==> config.mk <==
export PLATFORM = sky130hd
export DESIGN_NAME = background_tile_array_mover_flat
export DESIGN_NICKNAME = d
export VERILOG_FILES = /design/src/rtl/background_tile_array_mover_if.sv /design/src/rtl/background_tile_array_mover.sv /design/src/flat_wrapper.sv
export SDC_FILE = /design/constraint.sdc
export NUM_CORES = 1
export LEC_CHECK = 0
export BUFFER_PORTS_ARGS = -buffer_cell sky130_fd_sc_hd__buf_2
export CORE_MARGIN = 4
export CORE_UTILIZATION = 30
export CTS_CLUSTER_SIZE = 16
export DETAILED_ROUTE_END_ITERATION = 10
export GPL_TIMING_DRIVEN = 0
export PLACE_DENSITY = 0.56
export RECOVER_POWER = 25
export SLEW_MARGIN = 20
export SYNTH_ARGS = -nofsm -noshare
export SYNTH_HDL_FRONTEND = slang
export SYNTH_SLANG_ARGS = --single-unit
==> constraint.sdc <==
create_clock -name clk -period 12.76 [get_ports clk]
set_input_delay 2.552 -clock clk [delete_from_list [all_inputs] [get_ports clk]]
set_output_delay 2.552 -clock clk [all_outputs]
set_load 0.01 [all_outputs]
==> src/rtl/background_tile_array_mover_if.sv <==
// Bus between frame timing, the tile-array mover and the tile drawers.
// PARALLAX_EN adds the per-channel parallaxShift field.
interface background_tile_array_mover_if #(
   parameter int N_TILES = 4,
   parameter int POS_W   = 11,
   parameter int SPEED_W = 16
);
   logic                       startOfFrame;
   logic signed [SPEED_W-1:0]  speedX;
   logic signed [SPEED_W-1:0]  speedY;
   logic [N_TILES*POS_W-1:0]   initialX;
   logic [N_TILES*POS_W-1:0]   initialY;
   logic [N_TILES-1:0]         load;
   logic [N_TILES-1:0]         visible;
   logic [N_TILES*POS_W-1:0]   topLeftX;
   logic [N_TILES*POS_W-1:0]   topLeftY;
   logic [N_TILES-1:0]         wrapPulse;
   logic                       busy;
   logic                       frameDone;
   logic                       overrun;

`ifdef PARALLAX_EN
   logic [N_TILES*3-1:0]       parallaxShift;

   modport master (
      output startOfFrame, speedX, speedY,
      output initialX, initialY, load, visible,
      output parallaxShift,
      input  topLeftX, topLeftY, wrapPulse,
      input  busy, frameDone, overrun
   );

   modport slave (
      input  startOfFrame, speedX, speedY,
      input  initialX, initialY, load, visible,
      input  parallaxShift,
      output topLeftX, topLeftY, wrapPulse,
      output busy, frameDone, overrun
   );
`else
   modport master (
      output startOfFrame, speedX, speedY,
      output initialX, initialY, load, visible,
      input  topLeftX, topLeftY, wrapPulse,
      input  busy, frameDone, overrun
   );

   modport slave (
      input  startOfFrame, speedX, speedY,
      input  initialX, initialY, load, visible,
      output topLeftX, topLeftY, wrapPulse,
      output busy, frameDone, overrun
   );
`endif
endinterface

==> src/rtl/background_tile_array_mover.sv <==
// N-channel toroidal tile mover; one channel updated per clock by a scan FSM.
// Optional macro PARALLAX_EN: per-channel speed >>> parallaxShift.
module background_tile_array_mover #(
   parameter int N_TILES   = 4,
   parameter int POS_W     = 11,
   parameter int FRAC_BITS = 6,
   parameter int SPEED_W   = 16,
   parameter int X_MAX     = 639,
   parameter int Y_MAX     = 479
) (
   input logic clk,
   input logic reset,
   background_tile_array_mover_if.slave bus
);

   localparam int ACC_W  = POS_W + FRAC_BITS + 1;
   localparam int MAX_W  = (ACC_W > SPEED_W) ? ACC_W : SPEED_W;
   localparam int CALC_W = MAX_W + 2;
   localparam int IDX_W  = (N_TILES > 1) ? $clog2(N_TILES) : 1;

   localparam logic signed [CALC_W-1:0] SPAN_X =
      CALC_W'((X_MAX + 1) << FRAC_BITS);
   localparam logic signed [CALC_W-1:0] SPAN_Y =
      CALC_W'((Y_MAX + 1) << FRAC_BITS);
   localparam logic [IDX_W-1:0] LAST = IDX_W'(N_TILES - 1);

   typedef enum logic [1:0] {
      IDLE,
      SCAN,
      DONE
   } state_t;

   state_t state, state_nx;

   logic [IDX_W-1:0]          idx;
   logic signed [SPEED_W-1:0] spdX, spdY;
   logic signed [ACC_W-1:0]   accX [N_TILES];
   logic signed [ACC_W-1:0]   accY [N_TILES];
   logic [N_TILES-1:0]        wrap_q;
   logic                      done_q;
   logic                      overrun_q;

   logic signed [SPEED_W-1:0] effX, effY;
   logic signed [CALC_W-1:0]  sumX, sumY;
   logic signed [CALC_W-1:0]  nxX, nxY;
   logic                      wrX, wrY;
   logic                      doMove;

   always_comb begin
      state_nx = state;
      unique case (state)
         IDLE:    if (bus.startOfFrame) state_nx = SCAN;
         SCAN:    if (idx == LAST) state_nx = DONE;
         DONE:    state_nx = IDLE;
         default: state_nx = IDLE;
      endcase
   end

   // Single shared adder pair, steered by the scan index.
   always_comb begin
      effX = spdX;
      effY = spdY;
`ifdef PARALLAX_EN
      effX = spdX >>> bus.parallaxShift[idx*3 +: 3];
      effY = spdY >>> bus.parallaxShift[idx*3 +: 3];
`endif
      sumX = CALC_W'(accX[idx]) + CALC_W'(effX);
      sumY = CALC_W'(accY[idx]) + CALC_W'(effY);
      nxX  = sumX;
      nxY  = sumY;
      wrX  = 1'b0;
      wrY  = 1'b0;
      if (sumX >= SPAN_X) begin
         nxX = sumX - SPAN_X;
         wrX = 1'b1;
      end else if (sumX[CALC_W-1]) begin
         nxX = sumX + SPAN_X;
         wrX = 1'b1;
      end
      if (sumY >= SPAN_Y) begin
         nxY = sumY - SPAN_Y;
         wrY = 1'b1;
      end else if (sumY[CALC_W-1]) begin
         nxY = sumY + SPAN_Y;
         wrY = 1'b1;
      end
      doMove = (state == SCAN) && bus.visible[idx] && !bus.load[idx];
   end

   always_ff @(posedge clk or posedge reset) begin
      if (reset) begin
         state     <= IDLE;
         idx       <= '0;
         spdX      <= '0;
         spdY      <= '0;
         wrap_q    <= '0;
         done_q    <= 1'b0;
         overrun_q <= 1'b0;
         for (int i = 0; i < N_TILES; i++) begin
            accX[i] <= '0;
            accY[i] <= '0;
         end
      end else begin
         state  <= state_nx;
         done_q <= (state == DONE);
         wrap_q <= '0;
         if (state == IDLE && bus.startOfFrame) begin
            spdX <= bus.speedX;
            spdY <= bus.speedY;
            idx  <= '0;
         end else if (state == SCAN) begin
            idx <= (idx == LAST) ? '0 : idx + IDX_W'(1);
         end
         if (state != IDLE && bus.startOfFrame)
            overrun_q <= 1'b1;
         if (doMove) begin
            accX[idx]   <= ACC_W'(nxX);
            accY[idx]   <= ACC_W'(nxY);
            wrap_q[idx] <= wrX | wrY;
         end
         // Loads come last so they override a same-cycle move.
         for (int i = 0; i < N_TILES; i++) begin
            if (bus.load[i]) begin
               accX[i] <= ACC_W'($signed(bus.initialX[i*POS_W +: POS_W]))
                          <<< FRAC_BITS;
               accY[i] <= ACC_W'($signed(bus.initialY[i*POS_W +: POS_W]))
                          <<< FRAC_BITS;
            end
         end
      end
   end

   for (genvar g = 0; g < N_TILES; g++) begin : g_out
      assign bus.topLeftX[g*POS_W +: POS_W] = POS_W'(accX[g] >>> FRAC_BITS);
      assign bus.topLeftY[g*POS_W +: POS_W] = POS_W'(accY[g] >>> FRAC_BITS);
   end

   assign bus.wrapPulse = wrap_q;
   assign bus.busy      = (state == SCAN);
   assign bus.frameDone = done_q;
   assign bus.overrun   = overrun_q;

endmodule

==> src/flat_wrapper.sv <==
// flat-port wrapper written by rule: the top's interface ports become plain ports
module background_tile_array_mover_flat 
#(
   parameter int N_TILES   = 4,
   parameter int POS_W     = 11,
   parameter int FRAC_BITS = 6,
   parameter int SPEED_W   = 16,
   parameter int X_MAX     = 639,
   parameter int Y_MAX     = 479
)
  (clk, reset, bus_startOfFrame, bus_speedX, bus_speedY, bus_initialX, bus_initialY, bus_load, bus_visible, bus_topLeftX, bus_topLeftY, bus_wrapPulse, bus_busy, bus_frameDone, bus_overrun);
  background_tile_array_mover_if #(.N_TILES(N_TILES), .POS_W(POS_W), .SPEED_W(SPEED_W)) bus_i ();
  input logic clk;
  input logic reset;
  input wire logic [$bits(bus_i.startOfFrame)-1:0] bus_startOfFrame;
  input wire logic [$bits(bus_i.speedX)-1:0] bus_speedX;
  input wire logic [$bits(bus_i.speedY)-1:0] bus_speedY;
  input wire logic [$bits(bus_i.initialX)-1:0] bus_initialX;
  input wire logic [$bits(bus_i.initialY)-1:0] bus_initialY;
  input wire logic [$bits(bus_i.load)-1:0] bus_load;
  input wire logic [$bits(bus_i.visible)-1:0] bus_visible;
  output wire logic [$bits(bus_i.topLeftX)-1:0] bus_topLeftX;
  output wire logic [$bits(bus_i.topLeftY)-1:0] bus_topLeftY;
  output wire logic [$bits(bus_i.wrapPulse)-1:0] bus_wrapPulse;
  output wire logic [$bits(bus_i.busy)-1:0] bus_busy;
  output wire logic [$bits(bus_i.frameDone)-1:0] bus_frameDone;
  output wire logic [$bits(bus_i.overrun)-1:0] bus_overrun;
  assign bus_i.startOfFrame = bus_startOfFrame;
  assign bus_i.speedX = bus_speedX;
  assign bus_i.speedY = bus_speedY;
  assign bus_i.initialX = bus_initialX;
  assign bus_i.initialY = bus_initialY;
  assign bus_i.load = bus_load;
  assign bus_i.visible = bus_visible;
  assign bus_topLeftX = bus_i.topLeftX;
  assign bus_topLeftY = bus_i.topLeftY;
  assign bus_wrapPulse = bus_i.wrapPulse;
  assign bus_busy = bus_i.busy;
  assign bus_frameDone = bus_i.frameDone;
  assign bus_overrun = bus_i.overrun;
  background_tile_array_mover #(.N_TILES(N_TILES), .POS_W(POS_W), .FRAC_BITS(FRAC_BITS), .SPEED_W(SPEED_W), .X_MAX(X_MAX), .Y_MAX(Y_MAX)) u_core (.clk(clk), .reset(reset), .bus(bus_i));
endmodule
==> key figures, run 1 <==
Pwr
  • Lkg Pwr: 0.00646 uW
  • Internal Pwr Total: 2430 uW
  • VDD IR-drop max: 193 uV
  • P per Cell Area: 345 mW/mm^2
  • Flop pwr share: 17.2%
  • Switching share of total power: 52.5%
  • Combinational Power Share: 71.9%
  • Clock Power Share: 11.0%
  • Net switching power: 2690 uW

Outcome
  • Failing checks: capacitance limit, slew limit
  • Run status: finished with violations

STA
  • Max Freq: 161 MHz
  • Fin Setup TNS: 0 ns
  • Tmin final: 6.23 ns
  • Worst slew margin: -201%
  • Final Hold Viols: 0
  • Final setup margin: 6.53 ns
  • Setup violators final: 0
  • Worst-Margin Slew: 4.49 ns
  • Fin. max-slew vios: 92
  • Clk_skew: 0.0122 ns
  • RSZ-0062 raised after global routing: false
  • Final period utilization: 48.8%

Setup path
  • Critical Path End Type: flip-flop
  • Top fanout value on the critical path: 10
  • Flop-to-flop setup slack: 6.53 ns
  • Crit-path max cell delay: 0.80 ns
  • Top delay family on crit path: buffers and inverters
  • Crit-path cells: clkbuf_1 -> buf_1 -> clkbuf_1 -> mux4_2 -> ha_1 -> clkbuf_1 -> a21oi_1 -> o21ai_0 -> o31ai_1 -> o31a_1 -> inv_1 -> ha_1 -> nor3_1 -> nor3_2 -> o21ai_0 -> o21ai_0 -> xor2_1 -> o211ai_1
  • WP buf/inv: 5
  • Crit Path Category: reg2reg
  • Slowest cell on the critical path: clkbuf_1
  • CP Data Arrival Time: 6.54 ns
  • Worst Path Required: 13.08 ns
  • CP Launch Type: flip-flop

GRT
  • Largest net degree at the start of global routing: 96
  • Vias in the first global route: 11471
  • First-pass GRT wire length: 71.4 mm
  • Initial antenna violation count: 4
  • GRT overflow: 0
  • GR Util All Layers: 21.1%

Drt
  • Via count: 11222
  • DRT iter0 DRCs: 979
  • Via density: 5.32
  • Remaining antenna violation count after routing: 0
  • Total wire length: 47.5 mm
  • DRT Pass-1 Iters: 5
  • DRC violations left: 0
  • Wirelength per Cell: 22.5 microns

Yosys
  • Syn_area_per_cell: 9.39 sq um
  • Cell Area, Synth: 0.0124 sq mm
  • Sequential area share after synthesis: 37.5%
  • Yosys top cell area share: 37.5%
  • Flops & latches, synth: 186
  • Synth top area cells: dfrtp_1 (37%), mux4_2 (6.5%), nand2_1 (5.8%)
  • Primary FF master, synth: dfrtp_1
  • Cell accounting for the most synthesized area: dfrtp_1
  • FFs w/ async S/R, synth: 100%
  • EDFF count, synth: 0
  • Synthesized Nets: 1499
  • Gate Count Post-Synth: 1322
  • Post-synthesis cell type count: 83
  • Warnings from Yosys: 0

Clocking
  • CTS tree: done
  • Cts bufs inserted: 17
  • Max Root-Sink Buffers: 2
  • Clk root buf: clkbuf_16
  • H-tree Lvls: 4
  • Worst-Skew Late Latency: 0.45 ns
  • Post-CTS sizing: 0
  • Worst-path clk slew: 0.08 ns
  • Post-CTS Setup Bufs: 0
  • Hold_buf cts: 0
  • Clock Sinks: 186

Placed design
  • Detailed placement HPWL: 35.9 mm
  • DP Worst Slack: 6.22 ns
  • I/O Buffers: 224
  • Dpl cells: 2079
  • GPL Wtd Cong: 0.887

Finish
  • Final Core Density: 36.3%
  • Layout cells sized above 1: 28.9%
  • ANT cells: 0
  • Area added between synthesis and finish: 19.5%
  • Finished Layout Cells: 2111
  • Nets: 1743

Die
  • Horiz. Die Dim: 211 microns
  • Die Area: 0.0447 sq mm
  • Die height: 211 microns
  • Starting Density: 30.4%
  • Core area: 0.0408 sq mm
  • Num rows: 74
  • IO Count: 226

Hold path
  • Worst Hold Class: reg2reg

Run
  • Max Cap Violations: 1
[layout make-up]
| type | count | area (sq um) |
|---|---|---|
| sequential | 186 | 4650 |
| fill | 4254 | 26000 |
| inverter | 24 | 91.3 |
| clock buffer | 17 | 425 |
| timing repair buffer | 225 | 1150 |
| multi-input combinational | 942 | 6680 |
| buffer | 170 | 996 |
| clock inverter | 15 | 173 |
| tap | 532 | 666 |
[cells in the mapped netlist, types with 13 or more instances]
cell,instances
buf_4,88
o21ai_1,30
ha_1,44
dfrtp_1,186
mux4_2,36
a211oi_1,18
mux2i_1,54
inv_1,24
a21oi_1,104
mux2_2,30
nor2_1,64
and2_1,17
nand2b_1,14
o21ai_0,95
clkbuf_1,68
and3_1,13
o211ai_1,14
nand2_1,191
nor3_1,15
[worst paths after layout]
kind	startpoint	endpoint	depth (start not counted)
max	u_core.idx[0]$_DFFE_PP0P_	u_core.bus.topLeftX[10]$_DFFE_PP0P_	18
min	u_core.state[0]$_DFFE_PP0P_	u_core.bus.frameDone$_DFF_PP0_	1
max reg2reg	u_core.idx[0]$_DFFE_PP0P_	u_core.bus.topLeftX[10]$_DFFE_PP0P_	18
min reg2reg	u_core.state[0]$_DFFE_PP0P_	u_core.bus.frameDone$_DFF_PP0_	1
max in group asynchronous	reset	u_core.effY[14]$_DFFE_PP0P_	2
min in group asynchronous	reset	u_core.bus.topLeftX[14]$_DFFE_PP0P_	2
[logic make-up (layout without fill, tap and decap cells)]
| family | Yosys count | after routing | synth area share, % |
|---|---|---|---|
| AO/OA/AOI/OAI | 366 | 366 | 18.8 |
| XOR/XNOR | 25 | 25 | 1.94 |
| adder cells (fa/ha/maj) | 46 | 46 | 4.76 |
| buffers and inverters | 194 | 451 | 8.72 |
| flip-flops | 186 | 186 | 37.5 |
| multiplexers | 121 | 121 | 13.8 |
| AND/OR/NAND/NOR | 384 | 384 | 14.5 |
[worst reg2reg max path, delay by kind of cell (launching register included)]
family / cells / cell delay, ns
AOI/OAI and AO/OA: 7 / 1.70
xor gates and xnor gates: 1 / 0.35
adders and majority gates: 2 / 0.53
buffers and inverters: 5 / 2.07
DFF: 1 / 0.38
muxes: 1 / 0.47
and+or+nand+nor: 2 / 0.61
[power by group through the flow]
stage / clock, uW / combinational [uW] / sequential, uW
2_1_floorplan: 0 / 2710 / 837
3_3_place_gp: 0 / 3610 / 885
3_5_place_dp: 0 / 3630 / 888
4_1_cts: 570 / 3650 / 877
5_1_grt: 592 / 4060 / 897
6_report: 562 / 3680 / 879
[stage by stage]
step / power (uW) / hold slack [ns] / area (sq um)
6_report: 5120 / 0.479 / 14800
5_1_grt: 5550 / 0.507 / 14800
4_1_cts: 5100 / 0.483 / 14800
3_5_place_dp: 4520 / 0.458 / 14200
3_3_place_gp: 4500 / 0.471 / 14200
2_1_floorplan: 3550 / 0.442 / 12400
[per-layer routing]
layer / GRT usage, % / wire, microns / vias up
li1: - / - / 5171
met1: 29.8 / 21600 / 5597
met2: 33.4 / 21700 / 398
met3: 4.31 / 3260 / 48
met4: 4.89 / 787 / 8
met5: 0 / 46 / -
[placed cells by master, fill, tap and decap left out, types with 18 or more instances in the layout]
master,instances
nor2_1,64
mux2_2,30
nand2_1,191
clkbuf_1,68
a21oi_1,104
buf_4,88
inv_1,23
dfrtp_1,186
a211oi_1,18
ha_1,44
mux2i_1,54
o21ai_1,30
mux4_2,36
buf_2,230
o21ai_0,95
[state kept, by name (all words and copies together), names as in the netlist, 4 cells and up]
name                  flops
u_core.effX              16
u_core.accX              28
u_core.accY              28
u_core.bus.topLeftX      44
u_core.bus.wrapPulse      4
u_core.effY              16
u_core.bus.topLeftY      44
Note: power is estimated with default switching activity, not from simulation.
==> inputs of run 2 (changes only) <==
ABC_AREA = 1   (was not set)
PLACE_DENSITY = 0.58   (was 0.56)
clock period = 5.36 ns   (was 12.76 ns; I/O delays follow)
==> run 2 against run 1 <==
  * Critical endpoint is now u_core.bus.wrapPulse[2]$_DFF_PP0_
  * Worst setup slack worse by 6.2 ns
  * Critical path type unchanged
  * Via count up 11%
  * The run still ends with capacitance limit, slew limit left
  * Wire length up 6.4%
  * Highest routed layer unchanged
  * Cell count up 17%
==> key figures, run 2 <==
Run
  • Max Cap Violations: 4

Yosys
  • Top post-synthesis cells by count: nand2_1 (495), dfrtp_1 (186), inv_1 (151)
  • Cell accounting for the most synthesized area: dfrtp_1
  • Sequential area share after synthesis: 37.8%
  • Synth top area cells: dfrtp_1 (38%), nand2_1 (15%), nand3_1 (5.7%)
  • Count leader, synth: nand2_1
  • Synthesized Nets: 1864
  • Flops & latches, synth: 186
  • Gate Count Post-Synth: 1687
  • Cell Area, Synth: 0.0123 sq mm
  • EDFF count, synth: 0
  • Post-synthesis cell type count: 42
  • Warnings from Yosys: 0
  • Primary FF master, synth: dfrtp_1
  • Yosys top cell area share: 37.8%
  • Syn_area_per_cell: 7.30 sq um
  • FFs w/ async S/R, synth: 100%

GRT
  • First-pass GRT wire length: 75.1 mm
  • Initial antenna violation count: 1
  • GRT overflow: 0
  • Largest net degree at the start of global routing: 35
  • Vias in the first global route: 12140
  • GR Util All Layers: 22.2%

Setup path
  • Worst r2r path cells: 23
  • Flop-to-flop setup slack: 0.36 ns
  • CP Data Arrival Time: 5.32 ns
  • R2R Path End: u_core.bus.wrapPulse[2]$_DFF_PP0_
  • CP Launch Type: flip-flop
  • Worst r2r src: u_core.idx[0]$_DFFE_PP0P_
  • Top fanout value on the critical path: 10
  • Setup crit start: u_core.idx[0]$_DFFE_PP0P_
  • Critical Path End Type: flip-flop
  • Setup crit end: u_core.bus.wrapPulse[2]$_DFF_PP0_
  • Worst Path Required: 5.68 ns
  • Crit Path Category: reg2reg

Outcome
  • Run status: finished with violations
  • Failing checks: capacitance limit, slew limit

STA
  • Fin. max-slew vios: 131
  • Tmin final: 5.00 ns
  • Worst slew margin: -24.8%
  • Max Freq: 200 MHz
  • Setup violators final: 0
  • Final period utilization: 93.3%
  • Fin Setup TNS: 0 ns
  • Worst-Margin Slew: 1.87 ns
  • Final setup margin: 0.362 ns
  • Clk_skew: 0.0138 ns
  • RSZ-0062 raised after global routing: false
  • Final Hold Viols: 0

Finish
  • Final Core Density: 36.7%
  • Fill cell count: 4271
  • Area added between synthesis and finish: 19.9%
  • FF/Latch Area: 0.00465 sq mm
  • Commonest non-fill, non-tap cell in the layout: nand2_1
  • ANT cells: 0
  • Nets: 2113
  • Most used cells in the layout excluding fill and tap cells: nand2_1 (495), buf_2 (230), dfrtp_1 (186), inv_1 (150), nand3_1 (140)
  • Layout cells sized above 1: 22.5%
  • Final instance area: 0.0148 sq mm
  • Multi-input gate area: 0.00617 sq mm

Clocking
  • CTS tree: done
  • Worst-Skew Late Latency: 0.45 ns
  • Clk root buf: clkbuf_16
  • H-tree Lvls: 4
  • Post-CTS sizing: 0
  • Max Root-Sink Buffers: 2
  • Worst-path clk slew: 0.08 ns
  • Post-CTS Setup Bufs: 0
  • Hold_buf cts: 0
  • Cts bufs inserted: 17
  • Clock Sinks: 186

Die
  • Horiz. Die Dim: 211 microns
  • Starting Density: 30.7%
  • IO Count: 226
  • Num rows: 73
  • Die height: 211 microns
  • Die Area: 0.0444 sq mm
  • Core area: 0.0402 sq mm

Drt
  • DRC violations left: 0
  • Total wire length: 50.5 mm
  • Via density: 5.06
  • Remaining antenna violation count after routing: 0
  • Wirelength per Cell: 20.4 microns
  • DRT iter0 DRCs: 1188
  • DRT Pass-1 Iters: 6
  • Via count: 12510

Placed design
  • GPL Wtd Cong: 0.921
  • DP Worst Slack: 0.401 ns
  • Detailed placement HPWL: 38.9 mm
  • I/O Buffers: 224
  • Placed cell area: 0.0142 sq mm

Hold path
  • Worst Hold Class: reg2reg
-- run 2: changes by cell type in the layout (fill, tap and decap cells not counted), moves of 30 or more --
cell      before  now
mux2i_1       54    0
nand2_1      191  495
mux4_2        36    0
nand3_1       12  140
o211ai_1      14   44
a21oi_1      104   41
inv_1         23  150
nor2_1        64  133
o22ai_1        2   36
-- run 2: layer usage --
layer	share of wire, %	routed length (microns)	global-route usage [%]	vias to the layer above
met5	0.034	17	0	-
met4	2.7	1380	6.53	2
met3	8.7	4410	5.15	78
met2	44	22400	34.6	561
met1	44	22300	31.0	5956
li1	-	-	-	5913
-- run 2: final cells by class --
| class | count | area share (%) |
|---|---|---|
| multi-input cells | 1193 | 41.8 |
| flip-flops and latches | 186 | 31.5 |
| repair buffers | 230 | 7.85 |
| plain buffers | 144 | 5.97 |
| well taps | 525 | 4.45 |
| inverters | 164 | 4.18 |
| clock buffers | 18 | 2.91 |
| clock inverters | 14 | 1.35 |
-- run 2: worst min-delay path by stage --
stage | end | cells after the start | slack [ns] | start
2_1_floorplan | u_core.bus.frameDone$_DFF_PP0_ | 1 | 0.42 | u_core.state[0]$_DFFE_PP0P_
3_3_place_gp | u_core.bus.frameDone$_DFF_PP0_ | 1 | 0.44 | u_core.state[0]$_DFFE_PP0P_
3_5_place_dp | u_core.bus.overrun$_DFFE_PP0P_ | 1 | 0.46 | u_core.bus.overrun$_DFFE_PP0P_
4_1_cts | u_core.bus.overrun$_DFFE_PP0P_ | 1 | 0.48 | u_core.bus.overrun$_DFFE_PP0P_
5_1_grt | u_core.bus.overrun$_DFFE_PP0P_ | 1 | 0.49 | u_core.bus.overrun$_DFFE_PP0P_
6_report | u_core.bus.overrun$_DFFE_PP0P_ | 1 | 0.48 | u_core.bus.overrun$_DFFE_PP0P_
-- run 2: logic make-up after synthesis --
family,after synthesis,share of synthesized area [%]
buffers and inverters,308,12.1
multiplexers,30,2.74
AND/OR/NAND/NOR,838,28.8
XOR/XNOR,21,1.55
flip-flops,186,37.8
adder cells (fa/ha/maj),46,4.79
AO/OA/AOI/OAI,258,12.2
-- run 2: critical path, stage by stage (launching register included) --
cell	delay, ns
dfrtp_1	0.49
inv_1	0.14
clkbuf_1	0.38
clkbuf_1	0.64
o21ai_0	0.16
o22ai_1	0.20
ha_1	0.23
inv_1	0.06
fa_1	0.39
inv_1	0.13
nand3_1	0.11
nand2_1	0.12
nand2_1	0.08
nand2_1	0.12
nand2_1	0.08
nand3_1	0.08
nand2_2	0.12
ha_1	0.26
nand3_2	0.11
nand2_2	0.08
nor2_4	0.17
nand3_1	0.22
nor3_2	0.37
nor2_1	0.12
-- run 2: per-stage QoR --
stage / hold WS, ns / cells
final: 0.481 / 2474
after global placement: 0.439 / 2436
after CTS: 0.483 / 2474
after detailed placement: 0.461 / 2442
after floorplan: 0.422 / 1687
after global routing: 0.491 / 2474
Power of run 2 is not shown: default switching activity piles up to over one toggle a cycle in this logic, so the estimate is an artifact.
